===== src/rtl/demultiplexer_1to3_reg.sv =====
// Registered 1-to-3 demultiplexer with a one-word pipeline register,
// valid/ready backpressure and a per-output delivered-word counter.
//
// state | meaning
// ------+-------------------------------------------------------------
// EMPTY | no word held; In_Ready=1, all Out_ValidN=0
// FULL  | word held in Data_Q for output Dest_Q; waits for that sink
module demultiplexer_1to3_reg #(
  parameter int NBits     = 32,
  parameter int CountBits = 16
) (
  input  logic                 clk,
  input  logic                 reset,
  input  logic [1:0]           Selector,
  input  logic [NBits-1:0]     DEMUX_Data,
  input  logic                 In_Valid,
  output logic                 In_Ready,
  output logic [NBits-1:0]     Out_Data,
  output logic                 Out_Valid0,
  output logic                 Out_Valid1,
  output logic                 Out_Valid2,
  input  logic                 Out_Ready0,
  input  logic                 Out_Ready1,
  input  logic                 Out_Ready2,
  input  logic                 Clear,
  output logic [CountBits-1:0] Count0,
  output logic [CountBits-1:0] Count1,
  output logic [CountBits-1:0] Count2
);

  typedef enum logic {
    EMPTY = 1'b0,
    FULL  = 1'b1
  } state_e;

  state_e               state_q, state_d;
  logic [NBits-1:0]     data_q, data_d;
  logic [1:0]           dest_q, dest_d;
  logic [CountBits-1:0] count0_q, count0_d;
  logic [CountBits-1:0] count1_q, count1_d;
  logic [CountBits-1:0] count2_q, count2_d;

  logic       ready_sel;
  logic       drain;
  logic       accept;
  logic [1:0] dest_map;

  // Selector code 11 folds onto output 0 so Dest_Q only ever holds 0..2.
  always_comb begin
    dest_map = 2'd0;
    case (Selector)
      2'b01:   dest_map = 2'd1;
      2'b10:   dest_map = 2'd2;
      default: dest_map = 2'd0;
    endcase
  end

  // Only the ready of the held word's destination matters; In_Ready is
  // combinational from it so a draining register can refill in the same cycle.
  always_comb begin
    ready_sel = 1'b0;
    case (dest_q)
      2'd1:    ready_sel = Out_Ready1;
      2'd2:    ready_sel = Out_Ready2;
      default: ready_sel = Out_Ready0;
    endcase
    drain    = (state_q == FULL) && ready_sel;
    In_Ready = (state_q == EMPTY) || drain;
    accept   = In_Valid && In_Ready;
  end

  // Next-state: accept loads a new word, a lone drain empties, otherwise hold.
  always_comb begin
    state_d = state_q;
    data_d  = data_q;
    dest_d  = dest_q;
    if (accept) begin
      state_d = FULL;
      data_d  = DEMUX_Data;
      dest_d  = dest_map;
    end else if (drain) begin
      state_d = EMPTY;
    end
  end

  // Counter next-state: clear wins over a coincident increment; wrap is silent.
  always_comb begin
    count0_d = count0_q;
    count1_d = count1_q;
    count2_d = count2_q;
    if (Clear) begin
      count0_d = '0;
      count1_d = '0;
      count2_d = '0;
    end else if (drain) begin
      case (dest_q)
        2'd1:    count1_d = count1_q + 1'b1;
        2'd2:    count2_d = count2_q + 1'b1;
        default: count0_d = count0_q + 1'b1;
      endcase
    end
  end

  // Pipeline register and counters; reset discards any in-flight word.
  always_ff @(posedge clk or negedge reset) begin
    if (!reset) begin
      state_q  <= EMPTY;
      data_q   <= '0;
      dest_q   <= 2'd0;
      count0_q <= '0;
      count1_q <= '0;
      count2_q <= '0;
    end else begin
      state_q  <= state_d;
      data_q   <= data_d;
      dest_q   <= dest_d;
      count0_q <= count0_d;
      count1_q <= count1_d;
      count2_q <= count2_d;
    end
  end

  // Outputs: shared data bus, one-hot valid for the held destination.
  always_comb begin
    Out_Data   = data_q;
    Out_Valid0 = (state_q == FULL) && (dest_q == 2'd0);
    Out_Valid1 = (state_q == FULL) && (dest_q == 2'd1);
    Out_Valid2 = (state_q == FULL) && (dest_q == 2'd2);
    Count0     = count0_q;
    Count1     = count1_q;
    Count2     = count2_q;
  end

endmodule


===== config.mk =====
export PLATFORM = sky130hd
export DESIGN_NAME = demultiplexer_1to3_reg
export DESIGN_NICKNAME = d
export VERILOG_FILES = /design/src/rtl/demultiplexer_1to3_reg.sv
export SDC_FILE = /design/constraint.sdc
export NUM_CORES = 1
export LEC_CHECK = 0
export CAP_MARGIN = 20
export CORE_MARGIN = 8
export CORE_UTILIZATION = 42
export CTS_BUF_LIST = sky130_fd_sc_hd__clkbuf_16
export DETAILED_ROUTE_END_ITERATION = 16
export HOLD_SLACK_MARGIN = 0.15
export MAX_ROUTING_LAYER = met4
export PLACE_DENSITY = 0.76
export SLEW_MARGIN = 20
export SYNTH_ARGS = -nofsm -noshare
export SYNTH_HDL_FRONTEND = slang
export SYNTH_SLANG_ARGS = --single-unit

===== constraint.sdc =====
create_clock -name clk -period 1.99 [get_ports clk]
set_input_delay 0.398 -clock clk [delete_from_list [all_inputs] [get_ports clk]]
set_output_delay 0.398 -clock clk [all_outputs]
set_load 0.05 [all_outputs]

# Yosys cells after proc, flatten, opt, wreduce, memory -nomap -nowiden
# Index checks and enable logic that the tools add are counted.
word_totals:
  word_cells: 43
  out_inout_bits: 84
  latchBits: 0
  ff_bits: 83
  inputBits: 41
  rom_bits: 0
  ramBits: 0
  n_memories: 0
classes:
  add_sub_neg: 3
  n_div: 0
  bitwise: 1
  n_shift: 0
  mul: 0
  eq_ne: 5
  mux: 13
  n_reduce_logical: 15
  order_cmp: 0
ops:
  columns: ["cell", "count"]
  rows:
  - ["$mux 16", 9]
  - ["$add 16x1->16 const B", 3]
  - ["$reduce_bool 2->1", 4]
  - ["$reduce_and 2->1", 3]
  - ["$logic_and 1x1->1", 5]
  - ["$eq 2x1->1 const B", 2]
  - ["$eq 2x2->1 const B", 2]
  - ["$pmux 2 s2", 1]
  - ["$logic_not 2->1", 1]
  - ["$mux 1", 2]
  - ["$ne 2x1->1 const B", 1]
  - ["$pmux 1 s2", 1]
  - ["$reduce_or 2->1", 1]
  - ["$logic_or 1x1->1", 1]
  - ["$not 1->1", 1]

# Logic depth before layout (Yosys ltp)
logic_depth:
  ltp_word: 6
  ltp_mapped: 8
  depth_no_buf: 6

# Least setup slack after synthesis
# OpenSTA, ideal clock, no wires.
synth_timing:
  kind: "register -> register"
  from: "register dest_q[0]"
  to: "register count2_q[14], in the netlist Count2[14]"
  synth_period_minus_slack_ps: 2389
  t_required_ps: 1865
  path_slack_ps: -399
  stages_incl_launch_ff: 8
  arrival_time_ps: 2264
  path_cell_list: "dfrtp_1 inv_1 ha_1 and2_2 clkbuf_1 nand3_1 nor4_1 mux2_2"
synth_between:
  elab_chain_len: 5
synth_rtl:
  columns: ["element", "line", "rtl"]
  rows:
  - ["start: declaration", "38", "logic [1:0] dest_q, dest_d;"]
  - ["start signal: assignment", "116", "dest_q <= dest_d;"]
  - ["$eq 2x2->1 / $eq 2x1->1 (equally long branches)", "62, 96", null]
  - ["$pmux 1 s2", "62", "case (dest_q)"]
  - ["$logic_and 1x1->1", "67", "drain = (state_q == FULL) && ready_sel;"]
  - ["$reduce_bool 2->1 (no source line)", null, null]
  - ["$reduce_and 2->1 (no source line) *", null, null]
  - ["end signal: assignment", "119", "count2_q <= count2_d;"]
  - ["end: declaration", "41", "logic [CountBits-1:0] count2_q, count2_d;"]
# Mark *: on every way between the ends. The rest lies on a longest branch, timed or not.
# A chain may end at the register's enable or synchronous reset.

# Worst setup path after layout
layout_timing:
  from: "register dest_q[0]"
  to: "output port In_Ready"
layout_between:
  elab_chain_len: 4
layout_rtl:
  columns: ["element", "line", "rtl"]
  rows:
  - ["$eq 2x2->1 / $eq 2x1->1 (equally long branches)", "62", null]
  - ["$pmux 1 s2 *", "62", null]
  - ["$logic_and 1x1->1 *", "67", null]
  - ["$logic_or 1x1->1 *", "68", "In_Ready = (state_q == EMPTY) || drain;"]
  - ["end: declaration", "17", "output logic In_Ready,"]
# Marks and branches as above.

==> results.md <==
* Period minus WS final at 2192 ps
* GRT overflow at 0
* Max Fclk at 456.1 MHz
* Synth Warn # at 0
* All-Layer GR Usage at 0.1824
* Reg clk slew, reported paths at 60 ps
* Synth Area per Inst at 11.10 sq um
* Final net count at 583
* Detailed-route DRC error count at 0
* Row count at 35
* Worst setup slack after layout at -202.3 ps
* Vert. Die Dim at 113.3 um
* Cell Int Power at 5.176 mW
* Full die area at 12830 sq um
* Switching part of the total at 0.4093
* Sequential Area at 2086 sq um
* Prevailing post-synth register cell: dfrtp_1
* Maximum vdd ir drop at 1.191 mV
* Clk Tree Root Cell: clkbuf_16
* Slew Viols, Final at 0
* Vias at 3634
* Post-Syn Nets at 406
* Clock share of power at 0.184
* DRT antenna net count at 0
* Largest net degree at the start of global routing at 40
* Sequential element share of the synthesized area at 0.5225
* Req. time, crit path at 1590 ps
* CP Capture Type: output port
* Slew margin rel. at 0.6367
* Post-DP HPWL at 8025 um
* Clk sink count at 83
* Post-Syn Instances at 358
* Synthesized area at 3975 sq um
* Result of the run: complete, but fails checks
* Max Clock Skew at 7.448 ps
* Pleak at 2.817 nW
* Number of max-cap violations at 0
* PwrDens at 1374 nW/um^2
* Final wirelength at 11900 um
* CTS tree: built
* Wirelength per Cell at 18.27 um
* R2r setup slk at -200 ps
* Drt first pass iters at 4
* CP max FO at 3
* Violated checks: negative setup slack
* Starting Density at 0.4322
* Hold depth at 1
* I/O pin count at 125
* Worst Reg-to-Reg Cells at 7
* EDFF count, synth at 0
* Crit start category: register
* Post-synth ARST share at 1.000
* Core area at 9196 sq um
* Number of global-route vias before repair at 3768
* Final RePlAce weighted congestion at 0.7770
* Filler instances at 688
* Switch Pwr at 3.586 mW
* Initial DRC Count at 113
* Fraction of layout cells with a size suffix above 1 at 0.3981
* Worst Path Arrival at 1790 ps
* H-tree depth at 3
* Area grow syn2layout at 60.47%
* Final period utilization at 1.102
* Number of CTS-inserted buffers at 9
* Antenna violations before repair at 0
* Placed instance count at 613
* Sequential Power Share at 0.265
* Multi-input logic area at 2130 sq um
* RSZ-0062 raised after global routing: true
* Combinational power share at 0.551
* First-pass GRT wire length at 18260 um
* Worst-skew pair later-pin latency at 330 ps
* Setup-failing EPs final at 57
* Die Wd at 113.3 um
* Setup WS pre-CTS at -358.9 ps
* Via density at 5.582
* Clk buf depth at 2
* Synthesis-stage register bit count at 83
* Number of port buffers at 124
* Min-delay worst type: register to register
* Yosys cell types at 44
* Worst Tran Pin Value at 543.3 ps
* Final Non-Filler Cells at 651
* N_diodes at 0
* CP Class: register to output port
* Hold Violations, Final at 0
==> cells by family (layout without fill, tap and decap cells) <==
logic type	Yosys count	in the layout	share of synthesized area
AOI/OAI and AO/OA	69	70	0.1086
xor gates and xnor gates	12	12	0.02644
adders and majority gates	7	7	0.02203
buffers and inverters	24	204	0.02990
DFF	83	83	0.5225
muxes	41	41	0.1149
and+or+nand+nor	122	123	0.1756
==> power groups by stage <==
| stage | Combinational, mW | Sequential, mW | Clock, mW |
|---|---|---|---|
| after global placement | 4.16 | 2.32 | 0 |
| after detailed placement | 4.22 | 2.35 | 0 |
| after CTS | 4.60 | 2.32 | 1.65 |
| after global routing | 5.05 | 2.37 | 1.71 |
| after floorplan | 1.31 | 3.60 | 0 |
| final | 4.82 | 2.32 | 1.62 |
==> layout by cell type (no fill, tap or decap), types with 7 or more instances in the layout <==
cell / instances
clkbuf_16: 9
a21oi_2: 16
buf_4: 75
nand2_1: 17
buf_6: 9
xnor2_1: 8
mux2_2: 33
inv_1: 7
o31ai_1: 13
a21oi_1: 13
dfrtp_2: 7
nor2_1: 22
nand4_1: 7
nand3_1: 11
dfrtp_1: 76
dlymetal6s2s_1: 7
o21ai_0: 11
or4_1: 8
or4_4: 7
clkdlybuf4s50_1: 80
==> per-layer routing <==
layer	track usage	up-vias	routed length, um
met4	0.08259	0	300
met2	0.2937	148	5821
met5	-	-	0
li1	-	1671	-
met1	0.2026	1789	4820
met3	0.06017	26	954
==> worst max-delay path: stages (launching register included) <==
cell	delay, ps
dfrtp_1	360
inv_2	70
ha_4	290
a21boi_4	210
a21o_1	210
buf_12	120
nand2_4	40
buf_8	140
==> timing repair <==
item                                   CTS  global route
setup buffers                           14             5
hold buffers                             1             0
resized for setup                       34            51
endpoints found under the hold margin   26             0
pin swaps                               20            15
gates cloned                             1             1
setup endpoints to repair               58            78
==> path summary, 6_finish.rpt <==
check	startpoint	to
max	dest_q[0]	In_Ready
min	Out_Data[20]	Out_Data[20]
max reg2reg	dest_q[0]	Count1[14]
min reg2reg	Out_Data[20]	Out_Data[20]
max in group asynchronous	reset	dest_q[1]
min in group asynchronous	reset	Out_Data[6]
==> flip-flops by register name (all words and copies together), names as in the netlist <==
signal    count
state_q       1
dest_q        2
Count1       16
Count0       16
Out_Data     32
Count2       16
==> layout make-up <==
cell class              instances  area share
well taps                     111     0.02177
multi-input cells             253      0.3339
clock inverters                 7    0.009612
flip-flops and latches         83      0.3270
inverters                       7    0.004119
clock buffers                   9     0.03531
repair buffers                181      0.2683
==> cell usage after synthesis (all sizes together), types with 2 or more instances <==
master	instances	area, sq um
mux2i	4	40.04
a31o	3	26.28
o2111ai	2	17.52
and4	5	45.04
a211oi	2	15.01
nor3	3	15.01
nand3	13	77.58
xor2	4	35.03
nor4	5	31.28
nor2b	5	31.28
nor2	23	86.33
and3	2	12.51
nand4	7	43.79
and2	3	22.52
mux2	37	416.7
o31ai	14	105.1
nand2b	6	37.54
or4	15	112.6
inv	7	26.28
buf	8	58.80
a21bo	2	20.02
clkbuf	9	33.78
o21ai	12	60.06
nand2	20	77.58
ha	7	87.58
xnor2	8	70.07
dfrtp	83	2077
or3	12	78.82
a21oi	29	145.1
==> stage by stage <==
stage,power (mW),hold WS (ps),utilization,TNS [ps],area (sq um)
CTS,8.562,507.3,0.6641,-3772,6107
detailed placement,6.566,349.1,0.6048,-10520,5562
floorplan,4.910,102.4,-,-178.5,4029
finish,8.762,503.3,0.6936,-4710,6379
global placement,6.479,342.9,0.6048,-8187,5562
global route,9.130,518.5,0.6936,-9460,6379
Note: power is estimated with default switching activity, not from simulation.
